$ cat src/rtl/matrix_storage_sequencer.sv
// Walks LAYERS stacked ROWS x COLS matrices, one element per accepted step,
// emitting layer/row/column indices and the matching flat storage address.
module matrix_storage_sequencer #(
  parameter int          ROWS   = 3,
  parameter int          COLS   = 3,
  parameter int          LAYERS = 2,
  parameter int          ADDR_W = 16,
  parameter int unsigned BASE   = 0
) (
  input  logic              clk,
  input  logic              reset,
  input  logic              start,
  input  logic              col_major,
  input  logic              step,
  input  logic              skip_layer,
  output logic [31:0]       layer_index,
  output logic [31:0]       row_index,
  output logic [31:0]       col_index,
  output logic [ADDR_W-1:0] addr,
  output logic              valid,
  output logic              last_layer,
  output logic              busy,
  output logic              done
);

  typedef enum logic [1:0] {IDLE, RUN, DONE} state_t;

  localparam logic [31:0] LAST_ROW   = 32'(ROWS - 1);
  localparam logic [31:0] LAST_COL   = 32'(COLS - 1);
  localparam logic [31:0] LAST_LAYER = 32'(LAYERS - 1);
  localparam logic [31:0] LAYER_SIZE = 32'(ROWS * COLS);
  localparam logic [31:0] ROW_SIZE   = 32'(COLS);
  localparam logic [31:0] BASE_ADDR  = 32'(BASE);

  state_t      state;
  logic        mode_q;
  logic [31:0] layer_q, row_q, col_q;
  logic        valid_q, busy_q, done_q, last_layer_q;

  logic [31:0] nxt_row, nxt_col, nxt_layer;
  logic        layer_inc, advance, end_run;
  logic [31:0] flat;

  // Next position within the walk; skip_layer overrides a simultaneous step.
  always_comb begin
    nxt_row   = row_q;
    nxt_col   = col_q;
    layer_inc = 1'b0;
    if (skip_layer) begin
      nxt_row   = '0;
      nxt_col   = '0;
      layer_inc = 1'b1;
    end else if (step) begin
      if (!mode_q) begin
        if (col_q == LAST_COL) begin
          nxt_col = '0;
          if (row_q == LAST_ROW) begin
            nxt_row   = '0;
            layer_inc = 1'b1;
          end else begin
            nxt_row = row_q + 32'd1;
          end
        end else begin
          nxt_col = col_q + 32'd1;
        end
      end else begin
        if (row_q == LAST_ROW) begin
          nxt_row = '0;
          if (col_q == LAST_COL) begin
            nxt_col   = '0;
            layer_inc = 1'b1;
          end else begin
            nxt_col = col_q + 32'd1;
          end
        end else begin
          nxt_row = row_q + 32'd1;
        end
      end
    end
  end

  assign advance   = step | skip_layer;
  assign nxt_layer = layer_inc ? layer_q + 32'd1 : layer_q;
  assign end_run   = layer_inc && (layer_q == LAST_LAYER);

  always_ff @(posedge clk) begin
    if (reset) begin
      state        <= IDLE;
      mode_q       <= 1'b0;
      layer_q      <= '0;
      row_q        <= '0;
      col_q        <= '0;
      valid_q      <= 1'b0;
      busy_q       <= 1'b0;
      done_q       <= 1'b0;
      last_layer_q <= 1'b0;
    end else begin
      case (state)
        IDLE: begin
          done_q <= 1'b0;
          if (start) begin
            state        <= RUN;
            mode_q       <= col_major;
            layer_q      <= '0;
            row_q        <= '0;
            col_q        <= '0;
            valid_q      <= 1'b1;
            busy_q       <= 1'b1;
            last_layer_q <= (LAST_LAYER == 32'd0);
          end
        end
        RUN: begin
          if (advance) begin
            if (end_run) begin
              state        <= DONE;
              layer_q      <= '0;
              row_q        <= '0;
              col_q        <= '0;
              valid_q      <= 1'b0;
              busy_q       <= 1'b0;
              done_q       <= 1'b1;
              last_layer_q <= 1'b0;
            end else begin
              layer_q      <= nxt_layer;
              row_q        <= nxt_row;
              col_q        <= nxt_col;
              last_layer_q <= (nxt_layer == LAST_LAYER);
            end
          end
        end
        DONE: begin
          state  <= IDLE;
          done_q <= 1'b0;
        end
        default: begin
          state   <= IDLE;
          valid_q <= 1'b0;
          busy_q  <= 1'b0;
          done_q  <= 1'b0;
        end
      endcase
    end
  end

  // Indices are forced to zero while reset is held, ahead of the register update.
  assign layer_index = reset ? '0 : layer_q;
  assign row_index   = reset ? '0 : row_q;
  assign col_index   = reset ? '0 : col_q;

  assign flat = BASE_ADDR + layer_index * LAYER_SIZE + row_index * ROW_SIZE + col_index;
  assign addr = ADDR_W'(flat);

  assign valid      = valid_q;
  assign busy       = busy_q;
  assign done       = done_q;
  assign last_layer = last_layer_q;

endmodule

$ cat config.mk
export PLATFORM = sky130hd
export DESIGN_NAME = matrix_storage_sequencer
export DESIGN_NICKNAME = d
export VERILOG_FILES = /design/src/rtl/matrix_storage_sequencer.sv
export SDC_FILE = /design/constraint.sdc
export NUM_CORES = 1
export LEC_CHECK = 0
export CORE_MARGIN = 2
export CORE_UTILIZATION = 30
export DETAILED_ROUTE_END_ITERATION = 10
export SYNTH_ARGS = -nofsm -noshare
export SYNTH_HDL_FRONTEND = slang
export SYNTH_SLANG_ARGS = --single-unit
$ cat constraint.sdc
create_clock -name clk -period 14.5 [get_ports clk]
set_input_delay 1.45 -clock clk [delete_from_list [all_inputs] [get_ports clk]]
set_output_delay 1.45 -clock clk [all_outputs]
set_load 0.01 [all_outputs]
-- Word level (Yosys, flattened, before mapping)
Cells that the tools add are included.
- input bits: 6
- register bits: 102
- logic and storage cells: 84
- output and inout bits: 116
- reductions and logical operators: 11
- multipliers: 2
- add/subtract/negate cells: 5
- bitwise gates (word level): 3
- muxes and demuxes: 43
- equal/unequal tests: 12
- operators with widths (operator ; count):
    2-to-1 mux 32 bit ; 21
    case mux 32 bit (2 select lines) ; 3
    adder 32 x 1 -> 32 bit (second input constant) ; 3
    == test 32 x 1 -> 1 bit (second input constant) ; 2
    == test 32 x 2 -> 1 bit (second input constant) ; 2
    adder 16 bit ; 2
    multiplier 32 x 2 -> 16 bit (second input constant) ; 1
    multiplier 32 x 4 -> 16 bit (second input constant) ; 1
    2-to-1 mux 1 bit ; 13
    inequality test 5 bit (second input constant) ; 2
    AND reduction 5 bit ; 2
    2-to-1 mux 2 bit ; 3
    inequality test 2 bit (second input constant) ; 3
    AND reduction 3 bit ; 2
    inequality test 4 bit (second input constant) ; 1
    case mux 2 bit (2 select lines) ; 1
    AND reduction 2 bit ; 2
    AND reduction 4 bit ; 1
    case mux 1 bit (3 select lines) ; 1
    == test 2 x 1 -> 1 bit (second input constant) ; 1
    == test 2 bit (second input constant) ; 1
    logical NOT 2 bit ; 1
    inverter 1 bit ; 2
    case mux 1 bit (2 select lines) ; 1
    4 further kinds ; 4

-- Logic depth before layout (Yosys ltp)
- depth in word-level cells: 11
- depth in mapped cells: 22
- depth with buffers taken out: 20

-- Worst setup path after synthesis
Ideal clock, no wire load.
- kind: input to output
- from: input port reset
- to: output port addr[14]
- arrival: 6.083 ns
- setup slack: 6.967 ns
- stages: 22
- buffers on the path: 3
- data required time: 13.050 ns
- cells stage by stage: clkbuf_1 clkbuf_1 clkbuf_1 nor2b_1 ha_1 inv_1 fa_1 inv_1 ha_1 inv_1 fa_1 inv_1 ha_1 a21o_1 a21oi_1 nor2b_1 o21a_1 o311a_1 o31ai_1 o21bai_1 a21oi_1 xnor2_1
- word-level cells in the longest chain between the ends: 4
- elaborated cells between the ends (all ways): 7
- classes of those cells: add/sub: 2; mul: 2; mux: 3
- ends and longest elaborated chain (what ; RTL line ; source):
    from (decl) ; 11 ; input logic reset,
    2-to-1 mux 32 bit ; 147 ; assign row_index = reset ? '0 : row_q;
    net row_index[1] ; 17 ; output logic [31:0] row_index,
    multiplier 32 x 2 -> 16 bit ; 150 ; assign flat = BASE_ADDR + layer_index * LAYER_SIZE + row_index * ROW_SIZE + col_index;
    adder 16 bit (2 in a row) ; 150 ;
    to (decl) ; 19 ; output logic [ADDR_W-1:0] addr,
The timed path passes the listed nets, and every way through them passes these cells.

-- Worst setup path in the final report
- from: input port reset
- to: output port addr[15]
- word-level cells in the longest chain between the ends: 4
- elaborated cells between the ends (all ways): 7
- classes of those cells: add/sub: 2; mul: 2; mux: 3
- ends and longest elaborated chain (what ; RTL line):
    2-to-1 mux 32 bit, on equally long branches ; 146, 147
    multiplier 32 x 4 -> 16 bit / multiplier 32 x 2 -> 16 bit (equally long branches) ; 150
    adder 16 bit ; 150
    adder 16 bit (*) ; 150
Every way passes the cells marked *; elsewhere a longest branch is shown, timed or not.

==> flow_metrics.tcl <==
set metrics [dict create \
    placeableCoreArea_sq_um 28550 \
    crit_type "in2out" \
    outcome "complete, no violations" \
    peakVddDrop_uv 73.17 \
    cts_max_level 3 \
    reg2reg_depth 9 \
    wirelength_mm 26.25 \
    hold_violations 0 \
    ios 122 \
    finalClockSkew_ns 0.01168 \
    synth_flop_cell "dfxtp_1" \
    cts_resized 0 \
    hold_class "reg2reg" \
    fin_crit_sh_pct 56.78 \
    crit_slowest_cell "clkdlybuf4s50_1" \
    cap_viol_max_count 0 \
    ys_seq_area_share_pct 23.57 \
    grt-ovfl-total 0 \
    worstPathMaxFanout 30 \
    path_common_cell "inv_1" \
    dieArea_sq_um 30250 \
    drc_errors 0 \
    grt_start_max_net_pins 84 \
    grt_pass1_vias 7696 \
    p_per_area_nw_per_um2 56.06 \
    fp.dieW_microns 173.9 \
    drive_gt1_share_pct 3.679 \
    synth_area_sq_um 8662 \
    fmax_mhz 121.5 \
    wl_per_cell_microns 16.32 \
    clock-sinks 102 \
    cp-startpoint "reset" \
    yosysWarnings 0 \
    tightest_slew_ns 1.216 \
    synthesis.nets 1234 \
    rsz0062_at_grt "false" \
    dr_wl_met3_mm 1.521 \
    crit_chain "buf_4 > inv_1 > nand2_1 > fa_1 > inv_1 > ha_1 > inv_1 > fa_1 > inv_1 > fa_1 > a21o_1 > a21oi_1 > o21bai_1 > a211o_1 > nand3_1 > a31oi_1 > a21o_1 > a21oi_1 > xnor2_1 > clkdlybuf4s50_1" \
    hold_buffers 0 \
    first_pass_iters 5 \
    cp-start-kind "input pin" \
    io_buffers 121 \
    antenna_found_initial 1 \
    cts_setup_buffers 0 \
    period_needed_ns 8.233 \
    start_util_pct 30.34 \
    synth_cell_types 68 \
    grt_first_pass_wirelength_mm 41.99 \
    met2WireLength_mm 11.68 \
    synth-seq-cells 102 \
    viasPerCell 5.141 \
    p_leak_nw 4.195 \
    cp.arrival_ns 6.78 \
    cts-buffers-inserted 9 \
    power_mw 0.5807 \
    cp_num_buf_inv 6 \
    r2r_start "row_q[23]" \
    path_clk_slew_ns 0.07 \
    slowest_delay_ns 0.61 \
    slew_headroom_pct 18.95 \
    r2r_slack_ns 10.17 \
    critPathCaptureType "output port" \
    cts_root_buf "clkbuf_16" \
    crit_cells 20 \
    grt.total_usage_pct 17.14 \
    report.final.setup_viol 0 \
    path_delay_family "adder cells" \
    cts_buffer_depth 2 \
    highest-signal-layer "met4" \
    num_rows 62 \
    synth_edf_count 0 \
    avgSynthCellArea_sq_um 7.539 \
    setup_tns_ns 0 \
    r2r-end "col_q[14]" \
    dp_hpwl_mm 19.79 \
    postRouteAntennaNets 0 \
    routed-via-count 8267 \
    gp_congestion 0.9028 \
    cp.required_ns 13.05 \
    die-height_microns 173.9 \
    postSynth.asyncResetShare_pct 0 \
    synth_cells 1149 \
    crit_end "addr[15]" \
    syn2layout_area_growth_pct 19.59 \
    drtIter0Drc 622 \
    clock_latency_ns 0.37 \
    wl_met1_mm 12.46 \
    fin_nets 1303 \
    drv_slew 0 \
    utilization_pct 36.29 \
    cts_tree "done" \
]
-- worst min-delay path by stage --
stage                     slack [ns]    endpoint  depth (start not counted)  startpoint
final                           0.44  last_layer                          2  last_layer
after global placement          0.43  last_layer                          2  last_layer
after global routing            0.48  last_layer                          2  last_layer
after detailed placement        0.43  last_layer                          2  last_layer
after CTS                       0.44  last_layer                          2  last_layer
after floorplan                 0.46  last_layer                          2  last_layer
-- sequential cells by signal, indices dropped and copies added (netlist names) --
| register | flops |
|---|---|
| mode_q | 1 |
| done | 1 |
| col_q | 32 |
| state | 2 |
| row_q | 32 |
| last_layer | 1 |
| layer_q | 32 |
| busy | 1 |
-- cell usage after synthesis, types with 9 or more instances --
cell | count | share of area, %
nor3_1 | 24 | 1.4
and3_1 | 27 | 1.9
a31oi_1 | 10 | 0.72
o31ai_1 | 18 | 1.6
xnor2_1 | 42 | 4.2
or3_1 | 15 | 1.1
dfxtp_1 | 102 | 24
nand4_1 | 27 | 1.9
clkbuf_1 | 46 | 2.0
buf_4 | 9 | 0.78
a21o_1 | 14 | 1.2
fa_1 | 32 | 7.4
nand2_1 | 102 | 4.4
nor4_1 | 23 | 1.7
a21oi_1 | 54 | 3.1
nand3_1 | 33 | 1.9
nor2b_1 | 71 | 5.1
xor2_1 | 31 | 3.1
nor3b_1 | 13 | 1.1
inv_1 | 103 | 4.5
ha_1 | 47 | 6.8
o21ai_0 | 74 | 4.3
nor2_1 | 116 | 5.0
-- layout make-up --
class	instances	area [sq um]
repair buffers	129	1269
fillers	3057	18190
flip-flops and latches	102	2042
multi-input cells	873	5888
inverters	103	386.6
diodes	1	2.502
well taps	384	480.5
clock inverters	6	51.30
clock buffers	10	239.0
-- through the flow --
stage | cell area, sq um | std cells | hold slack (ns) | setup WS (ns)
2_1_floorplan | 8662 | 1149 | 0.4623 | 6.967
3_3_place_gp | 10070 | 1591 | 0.4305 | 6.338
3_5_place_dp | 10070 | 1591 | 0.4336 | 6.235
4_1_cts | 10360 | 1607 | 0.4440 | 6.257
5_1_grt | 10360 | 1607 | 0.4753 | 5.868
6_report | 10360 | 1608 | 0.4403 | 6.267
-- where the power goes --
part | switching, mW | total [mW] | internal, mW
clock | 0.124 | 0.248 | 0.124
sequential | 0.00235 | 0.284 | 0.281
combinational | 0.0345 | 0.0488 | 0.0143
-- placed cells by master (no fill, tap or decap), drive strengths merged, types with 4 or more instances in the layout --
cell type      count
ha                47
clkdlybuf4s50    120
inv              106
a21o              14
nand2            102
fa                32
a211o              4
buf                9
nor4              30
o22ai              4
and4               4
nand3             33
nand4             27
and2               4
nor2             117
nand2b             5
dfxtp            102
or4                6
or3               15
o31ai             18
a21oi             54
xor2              31
nor2b             71
or2                6
o211ai             4
xnor2             42
nor3              25
clkbuf            10
nor3b             13
o21ai             77
a211oi             6
and3              28
a31oi             10
nor4b              6
-- worst register-to-register path, cell delays in order, from the launching register on --
cell and delay, ns:
dfxtp_1 0.35, nor4_1 0.34, nand4_1 0.31, nor2_1 0.83, nor3_1 0.11, buf_4 0.22, a21oi_1 0.96, nand2_1 0.51
or3_1 0.48, a21oi_1 0.15
-- kinds of logic after synthesis --
logic type	after synthesis	share of synthesized area (%)
muxes	3	0.3467
buffers and inverters	174	8.522
DFF	102	23.57
adders and majority gates	79	14.18
xor gates and xnor gates	73	7.381
and+or+nand+nor	497	30.19
AOI/OAI and AO/OA	221	15.80
-- per-layer routing --
layer	track usage [%]	vias to the layer above
met1	24.40	3880
met4	5.217	0
met5	0	-
met3	3.062	33
met2	26.31	259
li1	-	4095
No activity file was read; power rests on OpenSTA's default activity.
